### src/rtl/regfile_dump.sv
// Streams a contiguous window of register-file entries out over a valid/ready port,
// one read per word, with abort and synchronous active-low reset.
module regfile_dump #(
  parameter int unsigned WIDTH         = 16,
  parameter int unsigned REGISTER_BITS = 4,
  parameter int unsigned FIRST_ADDR    = 1,
  parameter int unsigned LAST_ADDR     = (1 << REGISTER_BITS) - 1
) (
  input  logic                     clock,
  input  logic                     reset,
  input  logic                     start,
  input  logic                     abort,
  output logic [REGISTER_BITS-1:0] rdAddress,
  input  logic [WIDTH-1:0]         rdData,
  output logic [WIDTH-1:0]         outData,
  output logic [REGISTER_BITS-1:0] outAddr,
  output logic                     outValid,
  input  logic                     outReady,
  output logic                     busy,
  output logic                     done
);

  localparam logic [1:0] S_IDLE  = 2'd0;
  localparam logic [1:0] S_FETCH = 2'd1;
  localparam logic [1:0] S_SEND  = 2'd2;
  localparam logic [1:0] S_DONE  = 2'd3;

  localparam logic [REGISTER_BITS-1:0] FIRST = REGISTER_BITS'(FIRST_ADDR);
  localparam logic [REGISTER_BITS-1:0] LAST  = REGISTER_BITS'(LAST_ADDR);

  logic [1:0]               r_state;
  logic [REGISTER_BITS-1:0] r_addr;
  logic [WIDTH-1:0]         r_out_data;
  logic [REGISTER_BITS-1:0] r_out_addr;
  logic                     r_out_valid;
  logic                     r_done;

  logic [1:0]               w_state_nxt;
  logic [REGISTER_BITS-1:0] w_addr_nxt;
  logic [WIDTH-1:0]         w_out_data_nxt;
  logic [REGISTER_BITS-1:0] w_out_addr_nxt;
  logic                     w_out_valid_nxt;
  logic                     w_done_nxt;

  // State and output registers; reset is synchronous and beats every other input.
  always_ff @(posedge clock) begin
    if (!reset) begin
      r_state     <= S_IDLE;
      r_addr      <= '0;
      r_out_data  <= '0;
      r_out_addr  <= '0;
      r_out_valid <= 1'b0;
      r_done      <= 1'b0;
    end else begin
      r_state     <= w_state_nxt;
      r_addr      <= w_addr_nxt;
      r_out_data  <= w_out_data_nxt;
      r_out_addr  <= w_out_addr_nxt;
      r_out_valid <= w_out_valid_nxt;
      r_done      <= w_done_nxt;
    end
  end

  // Next-state and next-output decode.
  always_comb begin
    w_state_nxt     = r_state;
    w_addr_nxt      = r_addr;
    w_out_data_nxt  = r_out_data;
    w_out_addr_nxt  = r_out_addr;
    w_out_valid_nxt = r_out_valid;
    w_done_nxt      = 1'b0;
    case (r_state)
      S_IDLE: begin
        w_out_valid_nxt = 1'b0;
        if (start && !abort) begin
          w_addr_nxt  = FIRST;
          w_state_nxt = S_FETCH;
        end
      end
      S_FETCH: begin
        if (abort) begin
          w_out_valid_nxt = 1'b0;
          w_state_nxt     = S_IDLE;
        end else begin
          w_out_data_nxt  = rdData;
          w_out_addr_nxt  = r_addr;
          w_out_valid_nxt = 1'b1;
          w_state_nxt     = S_SEND;
        end
      end
      S_SEND: begin
        // A handshake coinciding with abort still transfers the word, but abort picks the next state.
        if (abort) begin
          w_out_valid_nxt = 1'b0;
          w_state_nxt     = S_IDLE;
        end else if (outReady) begin
          w_out_valid_nxt = 1'b0;
          if (r_addr == LAST) begin
            w_done_nxt  = 1'b1;
            w_state_nxt = S_DONE;
          end else begin
            w_addr_nxt  = r_addr + REGISTER_BITS'(1);
            w_state_nxt = S_FETCH;
          end
        end
      end
      S_DONE: begin
        w_state_nxt = S_IDLE;
      end
      default: begin
        w_out_valid_nxt = 1'b0;
        w_state_nxt     = S_IDLE;
      end
    endcase
  end

  assign rdAddress = (r_state == S_IDLE) ? '0 : r_addr;
  assign busy      = (r_state != S_IDLE);
  assign outData   = r_out_data;
  assign outAddr   = r_out_addr;
  assign outValid  = r_out_valid;
  assign done      = r_done;

endmodule

### config.mk
export PLATFORM = sky130hd
export DESIGN_NAME = regfile_dump
export DESIGN_NICKNAME = d
export VERILOG_FILES = /design/src/rtl/regfile_dump.sv
export SDC_FILE = /design/constraint.sdc
export NUM_CORES = 1
export LEC_CHECK = 0
export BUFFER_PORTS_ARGS = -buffer_cell sky130_fd_sc_hd__buf_2
export CAP_MARGIN = 20
export CORE_MARGIN = 1
export CORE_UTILIZATION = 45
export DETAILED_ROUTE_END_ITERATION = 16
export GPL_TIMING_DRIVEN = 0
export HOLD_SLACK_MARGIN = 0.02
export PLACE_DENSITY = 0.76
export SLEW_MARGIN = 20
export SYNTH_ARGS = -nofsm -noshare
export SYNTH_HDL_FRONTEND = slang
export SYNTH_SLANG_ARGS = --single-unit
### constraint.sdc
create_clock -name clock -period 1.7 [get_ports clock]
set_input_delay 0.17 -clock clock [delete_from_list [all_inputs] [get_ports clock]]
set_output_delay 0.17 -clock clock [all_outputs]
set_load 0.01 [all_outputs]
==> flow_summary_export.csv, run 1 <==
group,metric,value,unit
global_route,grt_overflow,0,
pwr,ir_worst_vdd,0.4053,mV
synthesis,synthCells,134,
setup_path,reg2reg_depth,4,
global_route,busiest_layer,"met2",
clock_network,clk_pin_slew_worst_paths,140,ps
hold_path,worstHoldPathCells,3,
finish,utilization,62.49,%
synthesis,ys_types,26,
floorplanning,die_h,51.50,µm
hold_path,hold_class,"input port to register",
floorplanning,pin_count,48,
clock_network,cts_tree,"built",
sta,finalSetupViolCount,0,
setup_path,worstSetupStartpointType,"register",
sta,period_needed,1547,ps
pwr,power,1.079,mW
floorplanning,rows,17,
setup_path,crit_family,"simple AND/OR/NAND/NOR gates",
sta,final_hold_viol_count,0,
synthesis,synthFlopType,"dfxtp_1",
synthesis,yosysWarningCount,0,
global_route,grt_use_met2,35.71,%
sta,worst_hold_slack,71.44,ps
synthesis,synth.avg_cell_area,8.226,µm²
global_route,met3_usage,2.632,%
finish,diodes,0,
sta,slew_violations,0,
setup_path,critPathSlowestCell,"dfxtp_1",
placement,dp_cells,209,
clock_network,cts.sinks,28,
setup_path,cp_common_cell,"buf_2",
setup_path,r2r_slack,320,ps
finish,drive_gt1_share,30.81,%
clock_network,cts-resized-gates,0,
setup_path,r2r-end,"r_addr[2]",
finish,instances_no_fill,213,
drt,finalWirelength,2482,µm
global_route,use_met1,23.63,%
setup_path,worst_path_largest_cell_delay,320,ps
status,status,"finished, final reports clean",
drt,wire_per_inst,11.65,µm
floorplanning,die_w,51.50,µm
floorplanning,core,2255,µm²
synthesis,syn_area,1102,µm²
synthesis,synthArstFlopShare,0,%
global_route,antenna_found_initial,0,
drt,drtIter0Drc,6,
drt,drc,0,
finish,final_common_cell,"buf_2",
clock_network,cts.path.max_buffers,2,
drt,num_vias,1050,
hold_path,hold_end,"outData[2]",
flow_run,maxCapViolCount,0,
sta,finalClockSkew,8.792,ps
synthesis,yosysSeqAreaShare,50.85,%
clock_network,insertion_delay,320,ps
drt,first_pass_iters,4,
finish,nets,208,
placement,numPortBuffers,47,
setup_path,cp_num_buf_inv,2,
sta,slew_headroom,71.26,%
floorplanning,die-area,2652,µm²
clock_network,post_cts_buffers,0,
setup_path,crit_chain,"buf_2 > nor2_1 > nor2b_1 > buf_2",
synthesis,synth_nets,156,
global_route,grt_pass1_vias,916,
pwr,p_leak,0.6357,nW
setup_path,cp_data_arrival_time,1380,ps
setup_path,critPathKind,"register to output port",
placement,finalWeightedCongestion,0.7961,
floorplanning,initial_core_util,48.89,%
drt,antenna_left,0,
hold_path,hp-start,"rdData[2]",
sta,fin_tns_setup,0,ps
global_route,track_usage,20.07,%
global_route,grt_pass1_wl,3967,µm
setup_path,critPathCaptureType,"output port",
finish,area_growth,27.81,%
clock_network,cts_htree_levels,1,
clock_network,cts-root-buf,"clkbuf_4",
clock_network,cts_buffers,3,
setup_path,crit_required,1530,ps
sta,rsz0062_at_grt,"no",
global_route,grt_max_degree,16,
synthesis,synth_seq_cells,28,
sta,tightestPinTransition,431.1,ps
sta,max_freq,0.6466,GHz
finish,final_cell_mix,"52 x buf_2, 42 x nand2_1, 28 x dfxtp_1",
pwr,powerDensity,765.9,nW/µm²
clock_network,hold_buffers,0,
synthesis,synth_edf_count,0,
drt,via_per_inst,4.930,
setup_path,crit_fanout,9,
placement,dpl.hpwl,1892,µm
sta,finalCritPeriodShare,90.97,%
setup_path,r2r_start,"r_addr[1]",
[cells in the mapped netlist, drive strengths merged (2+ instances only)]
cell / instances / area share (%)
nand2: 42 / 14
dfxtp: 28 / 51
a21oi: 23 / 10
buf: 5 / 2.3
nor2b: 5 / 2.8
inv: 3 / 1.0
nand3: 3 / 1.4
a311oi: 2 / 1.6
and3: 2 / 1.1
clkbuf: 2 / 0.68
mux2i: 2 / 1.8
nand2b: 2 / 1.1
nor2: 2 / 0.68
[per-layer routing]
| layer | share of wire, % | routed length, µm | vias to the layer above |
|---|---|---|---|
| met3 | 3.8 | 95 | 4 |
| met2 | 49 | 1224 | 25 |
| met1 | 46 | 1130 | 471 |
| met5 | 0 | 0 | - |
| met4 | 1.3 | 32 | 0 |
| li1 | - | - | 550 |
[power breakdown]
group | internal, mW | leakage (nW) | switching, mW
logic | 0.0418 | 0.388 | 0.0510
clock network | 0.131 | 0.0210 | 0.178
registers | 0.668 | 0.226 | 0.00918
total | 0.841 | 0.636 | 0.238
[worst max path at each step]
stage               slack [ps]        from            to  depth (start not counted)
floorplan                  470  r_state[1]    outAddr[0]                          5
global placement           370   r_addr[0]     r_addr[2]                          4
detailed placement         340   r_addr[0]     r_addr[2]                          4
CTS                        140  r_state[1]  rdAddress[3]                          4
global route                60  r_state[1]  rdAddress[3]                          4
finish                     150  r_state[1]  rdAddress[3]                          4
[area by class of cell]
class / instances / area [µm²]
clock buffer: 4 / 36.28
tap: 28 / 35.03
inverter: 3 / 11.26
multi-input combinational: 96 / 498.0
timing repair buffer: 47 / 235.2
fill: 214 / 845.8
buffer: 7 / 32.53
sequential: 28 / 560.5
[logic make-up (layout without fill, tap and decap cells)]
group	after synthesis	count (layout)	synth area share [%]
muxes	2	2	1.816
buffers and inverters	10	61	3.973
adders and majority gates	1	1	1.135
and+or+nand+nor	62	62	26.33
AOI/OAI and AO/OA	31	31	15.89
DFF	28	28	50.85
[worst reg2reg max path: cells and delay by family (launching register included)]
family | cells | cell delay, ps
adders and majority gates | 1 | 240
DFF | 1 | 460
AOI/OAI and AO/OA | 2 | 490
and+or+nand+nor | 1 | 110
[flip-flops by register name, summed over array words and instances, names as in the netlist]
signal	flops
r_state	2
outValid	1
outAddr	4
done	1
r_addr	4
outData	16
[metrics by stage]
stage          instance area, µm²  setup WS (ps)
2_1_floorplan                1102          466.4
3_3_place_gp                 1373          371.3
3_5_place_dp                 1373          340.2
4_1_cts                      1409          138.5
5_1_grt                      1409          57.45
6_report                     1409          153.4
No activity file was read; power rests on OpenSTA's default activity.
==> run 2: changes to the inputs <==
--- a/config.mk
+++ b/config.mk
@@ -5,6 +5,7 @@
 export SDC_FILE = /design/constraint.sdc
 export NUM_CORES = 1
 export LEC_CHECK = 0
+export ABC_CLOCK_PERIOD_IN_PS = 1700
 export BUFFER_PORTS_ARGS = -buffer_cell sky130_fd_sc_hd__buf_2
 export CAP_MARGIN = 20
 export CORE_MARGIN = 1
@@ -12,7 +13,7 @@
 export DETAILED_ROUTE_END_ITERATION = 16
 export GPL_TIMING_DRIVEN = 0
 export HOLD_SLACK_MARGIN = 0.02
-export PLACE_DENSITY = 0.76
+export PLACE_DENSITY_LB_ADDON = 0.05
 export SLEW_MARGIN = 20
 export SYNTH_ARGS = -nofsm -noshare
 export SYNTH_HDL_FRONTEND = slang
==> run 2 against run 1 <==
Effect of this change: register-to-register slack about the same; hold slack worse by 10 ps; sequential share of layout area down 0.45 points; cell area up 1.2%; global-route usage down 0.40 points.
==> flow_summary_export.csv, run 2 (synthesized netlist as in run 1, its figures left out) <==
group,metric,value,unit
setup_path,critPathKind,"register to output port",
clock_network,hold_buffers,0,
hold_path,hp-start,"rdData[1]",
placement,finalWeightedCongestion,0.7360,
sta,fin_tns_setup,0,ps
flow_run,maxCapViolCount,0,
global_route,grt_overflow,0,
global_route,grt_max_degree,17,
hold_path,hold_end,"outData[1]",
finish,final_common_cell,"buf_2",
setup_path,reg2reg_depth,4,
finish,drive_gt1_share,30.81,%
placement,dp_cells,209,
clock_network,cts_htree_levels,1,
floorplanning,initial_core_util,48.89,%
clock_network,cts-resized-gates,0,
finish,design_area,1425,µm²
status,status,"finished, final reports clean",
finish,instances_no_fill,213,
clock_network,cts_buffers,3,
setup_path,r2r-end,"outAddr[3]",
sta,setup_ws,239.8,ps
global_route,grt_pass1_vias,927,
finish,final_cell_mix,"52 x buf_2, 42 x nand2_1, 28 x dfxtp_1",
sta,rsz0062_at_grt,"no",
floorplanning,die-area,2652,µm²
clock_network,insertion_delay,320,ps
clock_network,post_cts_buffers,0,
setup_path,r2r_slack,320,ps
global_route,grt_pass1_wl,3960,µm
sta,period_needed,1460,ps
hold_path,hold_class,"input port to register",
floorplanning,die_h,51.50,µm
finish,diodes,0,
floorplanning,pin_count,48,
setup_path,cp_data_arrival_time,1290,ps
setup_path,worstSetupStartpointType,"register",
clock_network,cts-root-buf,"clkbuf_4",
drt,drtIter0Drc,13,
sta,max_freq,0.6849,GHz
drt,via_per_inst,5.070,
placement,dpl.hpwl,1786,µm
placement,numPortBuffers,47,
clock_network,cts.sinks,28,
pwr,powerDensity,841.1,nW/µm²
sta,slew_headroom,69.76,%
setup_path,critPathCaptureType,"output port",
floorplanning,core,2255,µm²
placement,pre_cts_slack,355.3,ps
sta,finalCritPeriodShare,85.89,%
drt,antenna_left,0,
clock_network,cts.path.max_buffers,2,
drt,finalWirelength,2493,µm
sta,finalClockSkew,9.000,ps
pwr,ir_worst_vdd,0.4345,mV
floorplanning,rows,17,
global_route,track_usage,19.68,%
sta,final_hold_viol_count,0,
pwr,p_leak,0.6426,nW
finish,largest_reg_flops,16,
finish,nets,208,
setup_path,crit_fanout,9,
drt,first_pass_iters,4,
placement,postPlaceCellArea,1373,µm²
drt,num_vias,1080,
finish,area_growth,29.29,%
setup_path,crit_required,1530,ps
clock_network,clk_pin_slew_worst_paths,150,ps
clock_network,cts_tree,"built",
floorplanning,die_w,51.50,µm
sta,tightestPinTransition,453.6,ps
sta,slew_violations,0,
finish,utilization,63.21,%
sta,finalSetupViolCount,0,
drt,wire_per_inst,11.70,µm
drt,drc,0,
setup_path,r2r_start,"r_state[0]",
global_route,antenna_found_initial,0,
hold_path,worstHoldPathCells,3,
-- run 2: changes by cell type in the layout (fill, tap and decap cells not counted), sizes merged --
| cell | previous run | this run |
|---|---|---|
| clkbuf | 6 | 5 |
| bufinv | 0 | 1 |
-- run 2: metal layers --
metal	part of all wire (%)	track usage (%)	vias up	wire (µm)
li1	-	-	555	-
met4	0.68	7.207	0	17
met3	4.8	3.801	2	119
met5	0	0	-	0
met2	48	31.82	27	1197
met1	46	25.97	496	1159
-- run 2: critical path, stage by stage, from the launching register on --
cell and delay [ps]:
dfxtp_1 320, buf_2 160, nor2_1 270, nor2b_1 80, buf_2 140
-- run 2: power breakdown --
group          switching [mW]  internal (mW)
Combinational          0.0502         0.0416
Clock                   0.191          0.238
Sequential            0.00936          0.668
-- run 2: how the worst max path moves through the flow --
stage	depth (start not counted)	endpoint	from
floorplan	5	outAddr[0]	r_state[1]
global placement	5	outData[9]	r_state[1]
detailed placement	4	outData[15]	r_state[0]
CTS	4	rdAddress[2]	r_state[1]
global route	4	rdAddress[2]	r_state[1]
finish	4	rdAddress[2]	r_state[1]
-- run 2: final cells by class --
class | instances | area, µm²
Buffer | 7 | 32.53
Clock buffer | 3 | 22.52
Clock inverter | 1 | 30.03
Fill cell | 230 | 829.5
Inverter | 3 | 11.26
Multi-Input combinational cell | 96 | 498.0
Sequential cell | 28 | 560.5
Tap cell | 28 | 35.03
Timing Repair Buffer | 47 | 235.2
-- run 2: per-stage QoR --
stage                     hold WS, ps  total power [mW]
final                           61.01             1.199
after floorplan                 306.0            0.7370
after CTS                       49.15             1.208
after global routing            51.44             1.246
after global placement          410.0            0.7807
after detailed placement        415.5            0.7841
